--- config.mk ---
export PLATFORM = sky130hd
export DESIGN_NAME = instruction_queue
export DESIGN_NICKNAME = d
export VERILOG_FILES = /design/src/rtl/instruction_queue_pkg.sv /design/src/rtl/instruction_queue.sv
export SDC_FILE = /design/constraint.sdc
export NUM_CORES = 1
export LEC_CHECK = 0
export ABC_AREA = 1
export CAP_MARGIN = 5
export CORE_MARGIN = 8
export CORE_UTILIZATION = 49
export CTS_CLUSTER_DIAMETER = 80
export DETAILED_ROUTE_END_ITERATION = 8
export PLACE_DENSITY = 0.81
export SLEW_MARGIN = 10
export SYNTH_ARGS = -nofsm -noshare
export SYNTH_HDL_FRONTEND = slang
export SYNTH_SLANG_ARGS = --single-unit
--- constraint.sdc ---
create_clock -name clk -period 2.2 [get_ports clk]
set_input_delay 0.44 -clock clk [delete_from_list [all_inputs] [get_ports clk]]
set_output_delay 0.44 -clock clk [all_outputs]
set_load 0.01 [all_outputs]
--- src/rtl/instruction_queue_pkg.sv ---
// Shared CPU decode types and the instruction queue's default sizing.
package instruction_queue_pkg;

    typedef struct packed {
        logic       invalid;
        logic       has_modrm;
        logic [3:0] length;
        logic [7:0] modrm;
        logic [7:0] opcode;
    } Instruction;

    localparam int INSN_QUEUE_DEPTH        = 4;
    localparam int INSN_QUEUE_FLUSH_CYCLES = 2;

    typedef enum logic {
        IQ_IDLE     = 1'b0,
        IQ_FLUSHING = 1'b1
    } iq_state_e;

endpackage

--- src/rtl/instruction_queue.sv ---
// Show-ahead buffer of decoded instructions between decoder and sequencer,
// with a timed flush window while the decoder drains stale bytes.
//   state       | meaning
//   IQ_IDLE     | normal push/pop traffic
//   IQ_FLUSHING | contents discarded, writes blocked until the timer expires
module instruction_queue
    import instruction_queue_pkg::*;
#(
    parameter int DEPTH        = INSN_QUEUE_DEPTH,
    parameter int FLUSH_CYCLES = INSN_QUEUE_FLUSH_CYCLES
) (
    input  logic                   clk,
    input  logic                   reset,
    input  logic                   wr_en,
    input  Instruction             wr_data,
    output logic                   full,
    input  logic                   rd_en,
    output Instruction             rd_data,
    output logic                   empty,
    input  logic                   flush,
    output logic                   resetting,
    output logic [$clog2(DEPTH):0] count
);

    localparam int PW = $clog2(DEPTH);
    localparam int CW = PW + 1;
    localparam int TW = $clog2(FLUSH_CYCLES + 1);

    Instruction    mem_q [DEPTH];
    logic [PW-1:0] rd_ptr_q, rd_ptr_d;
    logic [PW-1:0] wr_ptr_q, wr_ptr_d;
    logic [CW-1:0] count_q, count_d;
    logic          wr_ok, rd_ok;

    iq_state_e     state_q;
    logic [TW-1:0] timer_q;
    logic          resetting_q;

    assign full      = (count_q == CW'(DEPTH));
    assign empty     = (count_q == '0);
    assign count     = count_q;
    assign resetting = resetting_q;
    assign rd_data   = empty ? Instruction'('0) : mem_q[rd_ptr_q];

    assign wr_ok = wr_en && !full && !resetting_q && !flush;
    assign rd_ok = rd_en && !empty && !flush;

    always_comb begin
        rd_ptr_d = rd_ptr_q;
        wr_ptr_d = wr_ptr_q;
        count_d  = count_q;
        if (flush) begin
            rd_ptr_d = '0;
            wr_ptr_d = '0;
            count_d  = '0;
        end else begin
            if (wr_ok) wr_ptr_d = wr_ptr_q + PW'(1);
            if (rd_ok) rd_ptr_d = rd_ptr_q + PW'(1);
            case ({wr_ok, rd_ok})
                2'b10:   count_d = count_q + CW'(1);
                2'b01:   count_d = count_q - CW'(1);
                default: count_d = count_q;
            endcase
        end
    end

    always_ff @(posedge clk or posedge reset) begin
        if (reset) begin
            rd_ptr_q <= '0;
            wr_ptr_q <= '0;
            count_q  <= '0;
        end else begin
            rd_ptr_q <= rd_ptr_d;
            wr_ptr_q <= wr_ptr_d;
            count_q  <= count_d;
        end
    end

    // Entries need no reset: the empty gating hides stale contents.
    always_ff @(posedge clk) begin
        if (wr_ok) mem_q[wr_ptr_q] <= wr_data;
    end

    always_ff @(posedge clk or posedge reset) begin
        if (reset) begin
            state_q     <= IQ_IDLE;
            timer_q     <= '0;
            resetting_q <= 1'b0;
        end else begin
            case (state_q)
                IQ_IDLE: begin
                    if (flush) begin
                        state_q     <= IQ_FLUSHING;
                        timer_q     <= TW'(FLUSH_CYCLES - 1);
                        resetting_q <= 1'b1;
                    end
                end
                IQ_FLUSHING: begin
                    if (flush) begin
                        timer_q     <= TW'(FLUSH_CYCLES - 1);
                        resetting_q <= 1'b1;
                    end else if (timer_q == '0) begin
                        state_q     <= IQ_IDLE;
                        resetting_q <= 1'b0;
                    end else begin
                        timer_q <= timer_q - TW'(1);
                    end
                end
                default: begin
                    state_q     <= IQ_IDLE;
                    resetting_q <= 1'b0;
                end
            endcase
        end
    end

endmodule

==> results of run 1 <==
## power by group through the flow
stage,Clock (mW),Combinational (mW),Sequential (mW)
after global placement,0,1.68,2.20
after CTS,1.14,1.66,2.17
after floorplan,0,0.848,2.21
after detailed placement,0,1.72,2.20
final,1.12,1.64,2.17
after global routing,1.22,1.79,2.18
## synthesized netlist by cell type, types with 3 or more instances
library cell	count
a21oi_1	25
buf_2	7
buf_4	4
clkbuf_2	3
dfrtp_1	11
edfxtp_1	88
ha_1	5
inv_1	16
inv_2	4
nand2_1	19
nand2_2	3
nand3_1	5
nor2_1	96
o21ai_0	45
o21ai_1	4
## worst max-delay path, stage by stage, from the launching register on
cell and delay (ns):
dfrtp_2 0.48, inv_2 0.13, buf_8 0.16, o21ai_0 0.10, a21oi_1 0.19, clkdlybuf4s15_1 0.27
## what timing repair did
item / CTS / global route
endpoints found under the setup margin: 23 / 20
pin swaps: 0 / 2
hold buffers: 0 / 0
gates resized for setup: 21 / 32
## final cells by class
cell class                 count  area [sq um]
timing repair buffer          82           796
tap                          105           131
multi-input combinational    212          1020
clock inverter                 6          66.3
sequential                    99          2920
fill                         624          3040
clock buffer                   9           124
inverter                      20          75.1
## state kept, by name, summed over array words and instances (netlist names)
name,cells
mem_q,88
count,3
rd_ptr_q,2
timer_q,2
wr_ptr_q,2
resetting,1
state_q,1
## worst max path at each step
stage / start / endpoint / slack, ns / depth (start not counted)
6_report: rd_ptr_q[0] / rd_data[2] / 0.08 / 5
5_1_grt: rd_ptr_q[0] / rd_data[14] / -0.01 / 6
4_1_cts: rd_ptr_q[0] / rd_data[20] / -0.22 / 6
3_5_place_dp: wr_en / count[2] / -0.12 / 12
3_3_place_gp: wr_en / count[2] / -0.03 / 12
2_1_floorplan: wr_en / mem_q[0][0] / -0.04 / 6
## logic make-up after synthesis
logic type / share of synthesized area [%]
DFF: 71.3
AOI/OAI and AO/OA: 9.75
adders and majority gates: 2.02
xor gates and xnor gates: 0.214
buffers and inverters: 4.16
and+or+nand+nor: 12.6
## through the flow
stage / hold WS [ns] / instances / util, % / total power [mW]
final: 0.388 / 533 / 62.8 / 4.93
after global routing: 0.415 / 533 / 62.8 / 5.20
after CTS: 0.395 / 533 / 62.5 / 4.97
after detailed placement: 0.528 / 518 / 60.1 / 3.92
after global placement: 0.505 / 518 / 60.1 / 3.88
after floorplan: 0.292 / 347 / - / 3.06
## routing by layer
| layer | vias up | share of wire, % |
|---|---|---|
| met2 | 112 | 52 |
| met1 | 1335 | 39 |
| met4 | 0 | 1.0 |
| met3 | 7 | 8.1 |
| met5 | - | 0 |
| li1 | 1350 | - |
==> impl_metrics.ini, run 1 <==
[critical_path]
cp-start-kind = flop
regToRegEndpoint = count[2]
crit_path_end_kind = output port
required_ns = 1.76
r2r_start = count[0]
r2r_slack_ns = 0.32
ff2ff_path_depth = 10
path_class = reg -> out
cp.arrival_ns = 1.68
crit_path_max_fanout = 18

[placed_design]
io_buffers = 54
gp_congestion = 0.816
placed_cell_area_sq_mm = 0.00492
dp_hpwl_um = 5840
place_ws_ns = -0.117

[finish]
final_cell_mix = nor2_1, edfxtp_1, o21ai_0
diodes = 0
fin_area_sq_mm = 0.00514
drive_gt1_share_pct = 15.9
final_common_cell = nor2_1
syn_to_final_growth_pct = 25.5
nets = 457

[power_and_ir_drop]
irDropWorstVdd_v = 0.000575
power_frac_seq_pct = 44.0
p_int_mw = 3.37
powerDensity_mw_per_mm2 = 960
clock_power_share_pct = 22.8
power.leakage_nw = 2.03
comb_power_share_pct = 33.2
p_sw_mw = 1.56
switching_share_pct = 31.7

[clock_tree]
cts_tree = built
cts_max_level = 3
cts_num_sinks = 99
clkLatencyLatePin_ns = 0.36
clk_path_buf_depth = 2
cts_root_buffer = clkbuf_8
path_clk_slew_ns = 0.09
cts-buffers-inserted = 9
post-cts-setup-buffer-count = 0

[floorplanning]
dieArea_sq_mm = 0.0115
row_count = 33
core_area_sq_mm = 0.00818
io_pins = 55
initial_core_util_pct = 50.1
die_w_um = 107
die_h_um = 107

[job]
drv_cap = 0

[timing]
setup_violations = 0
fin_tns_setup_ns = 0
finalWorstSetupSlack_ns = 0.0786
period_minus_slack_ns = 2.12
worst-slew-pin-transition_ns = 0.462
finClkSkew_ns = 0.00743
max_freq_mhz = 471
finalMaxSlewViolations = 0
finalCritPeriodShare_pct = 96.4
relSlewSlack_pct = 69.2
hold_viol_final = 0

[global_routing]
globalRouteOverflowTotal = 0
grt_usage_pct = 15.1
grt.met2_usage_pct = 26.0
grt_pass1_wl_um = 13500
top_usage_layer = met2
gr-usage-met3_pct = 4.19
grt_max_degree = 20
antenna_found_initial = 0
grt_pass1_vias = 2818
grtUsageMet1_pct = 17.2

[outcome]
status = complete, no violations

[detailed_routing]
num_vias = 2804
ant_nets = 0
routed_wl_um = 8510
drc = 0
wire_per_inst_um = 16.0
avgViaCountPerCell = 5.26
first_iter_violations = 141
firstDrtPassIters = 5

[logic_synthesis]
postSynth.asyncResetShare_pct = 11.1
synth.top_cell.area_share_pct = 64.5
synth_edf_count = 88
synth_nets = 380
synth-main-ff-cell = edfxtp_1
syn_inst = 347
synth.distinct_cells = 25
synthTopCellsByArea = edfxtp_1, nor2_1, dfrtp_1
avgSynthCellArea_sq_um = 11.8
synth.largest_area_cell = edfxtp_1
synth_area_sq_mm = 0.00409
synth_warnings = 0
seq_area_frac_synth_pct = 71.3
ys_ff_latch = 99

[worst_hold_path]
worst_hold_path_type = in -> async
(Power assumes the default switching activity.)
==> run 2, diff against run 1 <==
Settings changed: MAX_ROUTING_LAYER set to met4, SLEW_MARGIN 10 to unset.
==> impl_metrics.ini, run 2 (synthesis gave the netlist of run 1 again) <==
[critical_path]
slowest_stage = dfrtp_2
cpPeakStageDelay_ns = 0.48
path_class = reg -> out
cp-start-kind = flop
regToRegEndpoint = count[2]
r2r_start = count[0]
r2r_slack_ns = 0.33
cp.arrival_ns = 1.69
crit_path_max_fanout = 18
required_ns = 1.76
path_cells = inv_2 -> buf_8 -> o21ai_0 -> a21oi_1 -> clkdlybuf4s15_1
crit_path_end_kind = output port
ff2ff_path_depth = 10

[power_and_ir_drop]
power.leakage_nw = 2.03
comb_power_share_pct = 33.3
clock_power_share_pct = 22.7
irDropWorstVdd_v = 0.000574
powerDensity_mw_per_mm2 = 960
p_int_mw = 3.37
p_sw_mw = 1.56
power_frac_seq_pct = 44.0
switching_share_pct = 31.7

[finish]
nets = 457
diodes = 0
drive_gt1_share_pct = 15.9
fin_area_sq_mm = 0.00514
final_common_cell = nor2_1
final_cell_mix = nor2_1, edfxtp_1, o21ai_0
largest-register = mem_q
fillers = 624
instances_no_fill = 533
largest_reg_flops = 88
syn_to_final_growth_pct = 25.5

[global_routing]
top_usage_layer = met2
grt_usage_pct = 15.6
grt_max_degree = 20
grt_pass1_vias = 2819
antenna_found_initial = 0
grtUsageMet1_pct = 17.5
grt.met2_usage_pct = 26.0
gr-usage-met3_pct = 3.71
grt_pass1_wl_um = 13500
globalRouteOverflowTotal = 0

[clock_tree]
clkLatencyLatePin_ns = 0.36
cts_max_level = 3
clk_path_buf_depth = 2
post-cts-setup-buffer-count = 0
cts-buffers-inserted = 9
path_clk_slew_ns = 0.09
cts_tree = built
cts_num_sinks = 99
cts_root_buffer = clkbuf_8

[timing]
max_freq_mhz = 470
worst-slew-pin-transition_ns = 0.460
finalCritPeriodShare_pct = 96.7
setup_violations = 0
relSlewSlack_pct = 69.3
holdWs_ns = 0.387
finClkSkew_ns = 0.00798
finalMaxSlewViolations = 0
hold_viol_final = 0
period_minus_slack_ns = 2.13

[detailed_routing]
avgViaCountPerCell = 5.30
first_iter_violations = 162
ant_nets = 0
wire_per_inst_um = 15.9
firstDrtPassIters = 4
num_vias = 2827
routed_wl_um = 8480
drc = 0

[floorplanning]
initial_core_util_pct = 50.1
row_count = 33
die_h_um = 107
dieArea_sq_mm = 0.0115
die_w_um = 107
io_pins = 55
core_area_sq_mm = 0.00818

[placed_design]
gp_congestion = 0.828
post-place-cells = 518
io_buffers = 54
placed_cell_area_sq_mm = 0.00492
dp_hpwl_um = 5840

[outcome]
status = complete, no violations

[job]
drv_cap = 0

[worst_hold_path]
worst_hold_path_type = in -> async
[run 2: cell counts in the layout (fill, tap and decap cells not counted)]
Identical to the previous run, type by type.
[run 2: final cells by class]
type / instances / area, sq um / area share (%)
Timing Repair Buffer: 82 / 796 / 15.5
Inverter: 20 / 75.1 / 1.46
Sequential cell: 99 / 2920 / 56.8
Multi-Input combinational cell: 212 / 1020 / 20.0
Clock buffer: 9 / 124 / 2.41
Clock inverter: 6 / 66.3 / 1.29
Tap cell: 105 / 131 / 2.56
[run 2: worst max-delay path by stage]
stage | end | slack [ns] | cells after the start | start
after floorplan | mem_q[0][0] | -0.04 | 6 | wr_en
after global placement | count[2] | -0.03 | 12 | wr_en
after detailed placement | count[2] | -0.12 | 12 | wr_en
after CTS | rd_data[20] | -0.22 | 6 | rd_ptr_q[0]
after global routing | rd_data[14] | -0.01 | 6 | rd_ptr_q[0]
final | rd_data[2] | 0.07 | 5 | rd_ptr_q[0]
[run 2: repair_timing]
action / 4_1_cts / 5_1_grt
pin swaps: 0 / 2
resized for setup: 21 / 32
hold buffers: 0 / 0
endpoints found under the setup margin: 23 / 20
[run 2: metrics by stage]
stage	power [mW]	setup TNS [ns]	worst slack, ns	util, %
5_1_grt	5.20	-0.0281	-0.0116	62.8
3_5_place_dp	3.92	-0.117	-0.117	60.1
4_1_cts	4.97	-1.71	-0.222	62.5
3_3_place_gp	3.88	-0.0288	-0.0288	60.1
2_1_floorplan	3.06	-3.62	-0.0411	-
6_report	4.93	0	0.0716	62.8
[run 2: power by group through the flow]
stage / logic (mW) / registers, mW / clock network [mW]
after floorplan: 0.848 / 2.21 / 0
after global placement: 1.68 / 2.20 / 0
after detailed placement: 1.72 / 2.20 / 0
after CTS: 1.66 / 2.17 / 1.14
after global routing: 1.79 / 2.18 / 1.22
final: 1.64 / 2.17 / 1.12
[run 2: critical path, delay by kind of cell, from the launching register on]
family	cells	cell delay [ns]
buffers and inverters	3	0.56
flip-flops	1	0.48
AO/OA/AOI/OAI	2	0.30
[run 2: layer usage]
layer / up-vias / share of wire (%)
li1: 1348 / -
met4: 0 / 1.5
met2: 76 / 51
met5: - / 0
met3: 11 / 5.0
met1: 1392 / 42
==> run 3, diff against run 2 <==
Settings changed: CORE_MARGIN 8 to unset.
==> impl_metrics.ini, run 3 (synthesis gave the netlist of run 1 again) <==
[finish]
drive_gt1_share_pct = 18.8
nets = 458
largest-register = mem_q
final-seq-area_sq_mm = 0.00292
diodes = 0
syn_to_final_growth_pct = 24.9
final_common_cell = nor2_1
fin_area_sq_mm = 0.00511
multi_input_area_sq_mm = 0.00103
final_cell_mix = nor2_1, edfxtp_1, o21ai_0
largest_reg_flops = 88
fillers = 580

[clock_tree]
clkLatencyLatePin_ns = 0.37
cts_root_buffer = clkbuf_8
cts_max_level = 3
clk_path_buf_depth = 2
path_clk_slew_ns = 0.10
cts_num_sinks = 99
cts-buffers-inserted = 9
cts_hold_buf = 0
cts_tree = built

[critical_path]
r2r_slack_ns = 0.34
cp-start-kind = flop
required_ns = 1.76
cp.arrival_ns = 1.69
crit_path_end_kind = output port
crit_path_max_fanout = 24
path_class = reg -> out

[timing]
worst-slew-pin-transition_ns = 0.446
hold_viol_final = 0
finalCritPeriodShare_pct = 96.9
setup_violations = 0
relSlewSlack_pct = 70.3
period_minus_slack_ns = 2.13
holdWs_ns = 0.359
max_freq_mhz = 469
finalMaxSlewViolations = 0
finClkSkew_ns = 0.0110

[floorplanning]
io_pins = 55
row_count = 32
initial_core_util_pct = 51.9
core_area_sq_mm = 0.00789
die_w_um = 93.4
dieArea_sq_mm = 0.00872
die_h_um = 93.4

[detailed_routing]
num_vias = 2751
first_iter_violations = 166
avgViaCountPerCell = 5.17
firstDrtPassIters = 4
routed_wl_um = 8400
ant_nets = 0
wire_per_inst_um = 15.8
drc = 0

[placed_design]
dp_hpwl_um = 5400
io_buffers = 54
gp_congestion = 0.794
placed_cell_area_sq_mm = 0.00492

[power_and_ir_drop]
power.leakage_nw = 1.94
irDropWorstVdd_v = 0.000526
powerDensity_mw_per_mm2 = 970

[global_routing]
grt_usage_pct = 20.8
grt_pass1_wl_um = 13000
grt_pass1_vias = 2732
globalRouteOverflowTotal = 0
grt_max_degree = 28
antenna_found_initial = 0

[outcome]
status = complete, no violations

[job]
drv_cap = 0

[worst_hold_path]
worst_hold_path_type = in -> async
run 3: cell type report:
class                   count  share of cell area (%)
inverters                  20                    1.47
flip-flops and latches     99                    57.1
multi-input cells         212                    20.1
clock inverters             7                    1.17
clock buffers               9                    2.42
well taps                 102                    2.50
repair buffers             83                    15.2
run 3: through the flow:
| step | utilization (%) | worst slack, ns | std cells | setup TNS, ns | power, mW |
|---|---|---|---|---|---|
| finish | 64.8 | 0.0683 | 532 | 0 | 4.96 |
| global route | 64.8 | -0.0192 | 532 | -0.0561 | 5.21 |
| CTS | 64.6 | -0.146 | 527 | -0.284 | 4.87 |
| detailed placement | 62.4 | -0.121 | 511 | -0.121 | 3.92 |
| global placement | 62.4 | -0.0327 | 511 | -0.0327 | 3.88 |
| floorplan | - | -0.0411 | 347 | -3.62 | 3.06 |
run 3: critical path, cell delays in order, from the launching register on:
cell             delay (ns)
dfrtp_2                0.40
buf_4                  0.13
buf_12                 0.15
nor2_1                 0.06
nor2_1                 0.10
o21ai_0                0.10
a21oi_1                0.13
clkdlybuf4s15_1        0.25
run 3: what timing repair did:
action	CTS	global route
cloned	0	1
resized for setup	26	37
setup buffers	0	4
setup endpoints to repair	23	22
pin swaps	0	4
run 3: power breakdown:
part / internal, mW / switching, mW
Clock: 0.430 / 0.672
Combinational: 0.741 / 0.954
Sequential: 2.12 / 0.0450
run 3: final timing paths:
kind,start,to,cells past startpoint
max,rd_ptr_q[0],rd_data[4],7
min,reset,count[2],2
max reg2reg,count[0],count[2],10
min reg2reg,state_q,resetting,1
max in group asynchronous,reset,rd_ptr_q[0],2
min in group clk,state_q,resetting,1
run 3: layer usage:
metal,wire (um),part of all wire (%),vias to the layer above,track usage [%]
met5,0,0,-,-
met4,114,1.4,0,10.6
met3,432,5.1,10,3.25
met2,4310,51,77,32.7
met1,3540,42,1318,26.3
li1,-,-,1346,-
